===== src/rtl/cv32e40p_obi_sram_bridge.sv =====
// rtl/cv32e40p_obi_sram_bridge.sv - OBI slave to single-port SRAM bridge
// Grants with optional wait states, bounds outstanding requests, returns responses in grant order.
module cv32e40p_obi_sram_bridge #(
  parameter int          ADDR_WIDTH      = 14,
  parameter logic [31:0] BASE_ADDR       = 32'h0000_0000,
  parameter int          WAIT_STATES     = 0,
  parameter int          RESP_LATENCY    = 1,
  parameter int          MAX_OUTSTANDING = 2
) (
  input  logic                  clk_i,
  input  logic                  rst_i,
  input  logic                  req_i,
  output logic                  gnt_o,
  input  logic [31:0]           addr_i,
  input  logic                  we_i,
  input  logic [3:0]            be_i,
  input  logic [31:0]           wdata_i,
  output logic                  rvalid_o,
  output logic [31:0]           rdata_o,
  output logic                  err_o,
  output logic                  mem_req_o,
  output logic                  mem_we_o,
  output logic [3:0]            mem_be_o,
  output logic [ADDR_WIDTH-1:0] mem_addr_o,
  output logic [31:0]           mem_wdata_o,
  input  logic [31:0]           mem_rdata_i
);

  typedef enum logic {IDLE, WAIT} state_t;

  state_t                  state_q, state_d;
  logic [3:0]              wait_cnt_q, wait_cnt_d;
  logic [2:0]              outstanding_q;
  logic                    room;
  logic                    gnt;
  logic                    in_range;
  logic [31:0]             offset;
  logic [RESP_LATENCY-1:0] v_q, err_q, rd_q;
  logic [31:0]             cap;
  logic [31:0]             rdata_q;

  // 33-bit compare so the window size never wraps to zero
  assign offset   = addr_i - BASE_ADDR;
  assign in_range = (addr_i >= BASE_ADDR) && ({1'b0, offset} < (33'd4 << ADDR_WIDTH));

  assign rvalid_o = v_q[RESP_LATENCY-1] && !rst_i;
  assign room     = (outstanding_q < 3'(MAX_OUTSTANDING)) || rvalid_o;

  always_comb begin
    state_d    = state_q;
    wait_cnt_d = wait_cnt_q;
    gnt        = 1'b0;
    case (state_q)
      IDLE: begin
        if (req_i) begin
          if (WAIT_STATES == 0) begin
            gnt = room;
          end else begin
            wait_cnt_d = 4'(WAIT_STATES - 1);
            state_d    = WAIT;
          end
        end
      end
      WAIT: begin
        if (!req_i) begin
          state_d    = IDLE;
          wait_cnt_d = '0;
        end else if (wait_cnt_q != '0) begin
          wait_cnt_d = wait_cnt_q - 4'd1;
        end else if (room) begin
          gnt     = 1'b1;
          state_d = IDLE;
        end
      end
      default: state_d = IDLE;
    endcase
  end

  always_ff @(posedge clk_i) begin
    if (rst_i) begin
      state_q    <= IDLE;
      wait_cnt_q <= '0;
    end else begin
      state_q    <= state_d;
      wait_cnt_q <= wait_cnt_d;
    end
  end

  always_ff @(posedge clk_i) begin
    if (rst_i) begin
      outstanding_q <= '0;
    end else if (gnt && !rvalid_o) begin
      outstanding_q <= outstanding_q + 3'd1;
    end else if (!gnt && rvalid_o) begin
      outstanding_q <= outstanding_q - 3'd1;
    end
  end

  // Per-grant response flags travel down a RESP_LATENCY deep shift register
  always_ff @(posedge clk_i) begin
    if (rst_i) begin
      v_q   <= '0;
      err_q <= '0;
      rd_q  <= '0;
    end else begin
      v_q[0]   <= gnt;
      err_q[0] <= gnt && !in_range;
      rd_q[0]  <= gnt && in_range && !we_i;
      for (int i = 1; i < RESP_LATENCY; i++) begin
        v_q[i]   <= v_q[i-1];
        err_q[i] <= err_q[i-1];
        rd_q[i]  <= rd_q[i-1];
      end
    end
  end

  assign cap = (v_q[0] && rd_q[0]) ? mem_rdata_i : '0;

  generate
    if (RESP_LATENCY == 1) begin : g_lat1
      assign rdata_q = cap;
    end else begin : g_latn
      logic [31:0] dq [RESP_LATENCY-1];
      always_ff @(posedge clk_i) begin
        if (rst_i) begin
          for (int i = 0; i < RESP_LATENCY-1; i++) dq[i] <= '0;
        end else begin
          dq[0] <= cap;
          for (int i = 1; i < RESP_LATENCY-1; i++) dq[i] <= dq[i-1];
        end
      end
      assign rdata_q = dq[RESP_LATENCY-2];
    end
  endgenerate

  assign gnt_o       = gnt && !rst_i;
  assign rdata_o     = rvalid_o ? rdata_q : '0;
  assign err_o       = rvalid_o && err_q[RESP_LATENCY-1];
  assign mem_req_o   = gnt_o && in_range;
  assign mem_we_o    = mem_req_o && we_i;
  assign mem_be_o    = mem_req_o ? be_i : '0;
  assign mem_addr_o  = mem_req_o ? offset[ADDR_WIDTH+1:2] : '0;
  assign mem_wdata_o = mem_req_o ? wdata_i : '0;

endmodule


===== config.mk =====
export PLATFORM = sky130hd
export DESIGN_NAME = cv32e40p_obi_sram_bridge
export DESIGN_NICKNAME = d
export VERILOG_FILES = /design/src/rtl/cv32e40p_obi_sram_bridge.sv
export SDC_FILE = /design/constraint.sdc
export NUM_CORES = 1
export LEC_CHECK = 0
export BUFFER_PORTS_ARGS = -buffer_cell sky130_fd_sc_hd__buf_2
export CAP_MARGIN = 20
export CORE_AREA = 3 3 73 75
export DETAILED_ROUTE_END_ITERATION = 8
export DIE_AREA = 0 0 76 78
export GPL_TIMING_DRIVEN = 0
export PLACE_DENSITY_LB_ADDON = 0.15
export SLEW_MARGIN = 20
export SYNTH_ARGS = -nofsm -noshare
export SYNTH_HDL_FRONTEND = slang
export SYNTH_SLANG_ARGS = --single-unit

===== constraint.sdc =====
create_clock -name clk_i -period 2.6 [get_ports clk_i]
set_input_delay 0.39 -clock clk_i [delete_from_list [all_inputs] [get_ports clk_i]]
set_output_delay 0.39 -clock clk_i [all_outputs]
set_load 0.02 [all_outputs]

==> reports/qor.yml <==
outcome:
  status: "complete, no violations"
power_and_ir_drop:
  intPower_mw: 0.460
  clockPowerShare: 0.247
  pwr-share-seq: 0.318
  fin_total_pwr_mw: 0.689
  swShare: 0.332
  max-vdd-ir-drop_v: 0.000169
  leakage_nw: 1.70
  power_frac_comb: 0.435
  switching_power_mw: 0.228
  power.density_nw_per_um2: 300
synth:
  yosys.area.top_type_share: 0.424
  synthFlopType: "dfxtp_1"
  synth_fp_nets: 271
  synth_compound_area_frac: 0.0848
  synth_area_leaders: "and3_1, dfxtp_1, buf_6, buf_2, clkbuf_1"
  ys_seq_area_frac: 0.180
  synth_fa_ha_area_frac: 0.0368
  synthCells: 164
  avgSynthCellArea_um2: 7.47
  ys_types: 32
  synth_top_family_by_area: "simple AND/OR/NAND/NOR gates"
  synth_xor_area_frac: 0.0143
  async_flop_share: 0
  synth_area_leader_cell: "and3_1"
  yosysWarnings: 0
  synthSimpleGateAreaFrac: 0.559
  netlist_area_um2: 1220
  synth_mux_area_frac: 0.00817
  synth_edf_count: 0
  ys_ff_latch: 11
die:
  die_w_um: 76
  start_util: 0.259
  io_pins: 191
  die_h_um: 78
  die-area_um2: 5930
  design.core.area_um2: 4720
  rows: 25
critical_path:
  path_max_fanout: 4
  worst_ep_required_time_ns: 2.77
  end_kind: "register"
  arrival_ns: 2.51
  critical_path_class: "register to register"
  cp-start-kind: "register"
sta:
  setup_viol: 0
  fmaxAchievable_mhz: 426
  finalHoldViolCount: 0
  rsz0062_at_grt: "no"
  finalCriticalPeriod_ns: 2.35
  period_share: 0.903
  final.setup_skew_ns: 0.00155
  tns_ns: 0
  worst_pin_slew_ns: 0.420
  drv_slew: 0
  whs_ns: 0.446
  setup_ws_ns: 0.253
  maxSlewHeadroom: 0.720
route:
  drtIter0Drc: 59
  via_per_inst: 4.74
  wl_met3_um: 559
  ant_nets: 0
  vias: 2005
  top_layer: "met4"
  drt-total-wl_mm: 5.53
  dr.pass1.iters: 4
  wl_per_cell_um: 13.1
  wl_met1_mm: 2.01
  drc: 0
  met2_length_mm: 2.81
global_routing:
  grt_pass1_vias: 1815
  overflow: 0
  antenna_found_initial: 0
  grt_start_max_net_pins: 11
  track_usage: 0.169
  grt_pass1_wl_mm: 8.37
clock_tree:
  cts_buffers: 3
  h-tree-depth: 1
  clk_latency_ns: 0.24
  cts_hold_buf: 0
  cts-root-buf: "clkbuf_8"
  cts_sinks: 11
  cts_tree: "built"
  clockBufferDepth: 2
  clk_pin_slew_ns: 0.05
placed_design:
  hpwl_mm: 4.69
  io_buffers: 187
  dp_cells: 418
  place_congestion: 0.771
  dp_slack_ns: 0.170
finish:
  n_antenna_cell: 0
  regArea_um2: 220
  final_cell_mix: "buf_2, and3_1, dfxtp_1, clkbuf_1, inv_1"
  fin_cells: 423
  num-fill-cells: 475
  nets: 464
  drive_above_1_share: 0.579
  area.growth.synth_to_final_pct: 87.5
  layout_commonest_cell: "buf_2"
  multiInputGateArea_um2: 861
worst_hold_path:
  hp-class: "primary input to register"
run:
  maxCapViolCount: 0
## cell usage after synthesis, types with 2 or more instances
library cell and instances:
a21oi_1 3, xor2_1 2, dfxtp_1 11, nor4_1 4, and3_1 83, o21ai_0 2, and2_1 2, inv_1 6
ha_1 2, or4_1 3, nor2_1 3, buf_6 5, nor2b_1 3, nand2_1 2, buf_2 7, or3_1 2
o31ai_1 2, clkbuf_1 8
## sequential cells by signal, indices dropped and copies added (netlist names)
name / cells
v_q: 1
err_q: 1
outstanding_q: 3
state_q: 1
rd_q: 1
wait_cnt_q: 4
## metal layers
layer,GRT usage,vias to the layer above
met1,0.175,867
met3,0.0476,15
met5,0,-
li1,-,989
met2,0.321,134
met4,0.0688,0
## power by group through the flow
stage	combinational, mW	clock, mW	sequential, mW
after floorplan	0.188	0	0.217
final	0.300	0.170	0.219
after CTS	0.303	0.175	0.219
after global placement	0.299	0	0.221
after global routing	0.342	0.183	0.222
after detailed placement	0.299	0	0.222
## critical path: stages, from the launching register on
cell	delay, ns
dfxtp_1	0.31
inv_1	0.07
ha_1	0.19
nor3b_4	0.29
o221a_2	0.23
ha_1	0.17
inv_1	0.06
fa_1	0.37
xor2_1	0.16
or3_1	0.30
a21oi_1	0.14
## metrics by stage
| stage | utilization | area [um^2] |
|---|---|---|
| floorplan | - | 1220 |
| global placement | 0.475 | 2240 |
| detailed placement | 0.475 | 2240 |
| CTS | 0.485 | 2290 |
| global route | 0.486 | 2300 |
| finish | 0.486 | 2300 |
## final cells by class
cell class                 count  share of cell area
tap                           67              0.0365
clock buffer                   4              0.0196
multi-input combinational    127               0.375
timing repair buffer         188               0.411
buffer                        20              0.0528
inverter                       6             0.00980
sequential                    11              0.0959
## final timing paths
path                                            startpoint  cells past startpoint                            end  slack (ns)
worst max-delay path            wait_cnt_q[0]$_SDFFE_PP0P_                     10  outstanding_q[2]$_SDFFE_PP0P_        0.25
worst min-delay path                                  we_i                      2                rd_q$_SDFF_PP0_        0.45
worst max register to register  wait_cnt_q[0]$_SDFFE_PP0P_                     10  outstanding_q[2]$_SDFFE_PP0P_        0.25
worst min register to register  wait_cnt_q[1]$_SDFFE_PP0P_                      2     wait_cnt_q[1]$_SDFFE_PP0P_        0.50
## cells by family after synthesis
kind of cell    count (synthesis)
buf+inv                        26
fa+ha+maj                       3
xor+xnor                        2
compound gates                 13
simple gates                  108
flops                          11
mux                             1
## what timing repair did
action,in CTS,in global routing
setup buffers,0,1
setup endpoints to repair,0,1
gates resized for setup,0,0
No activity file was read; power rests on OpenSTA's default activity.
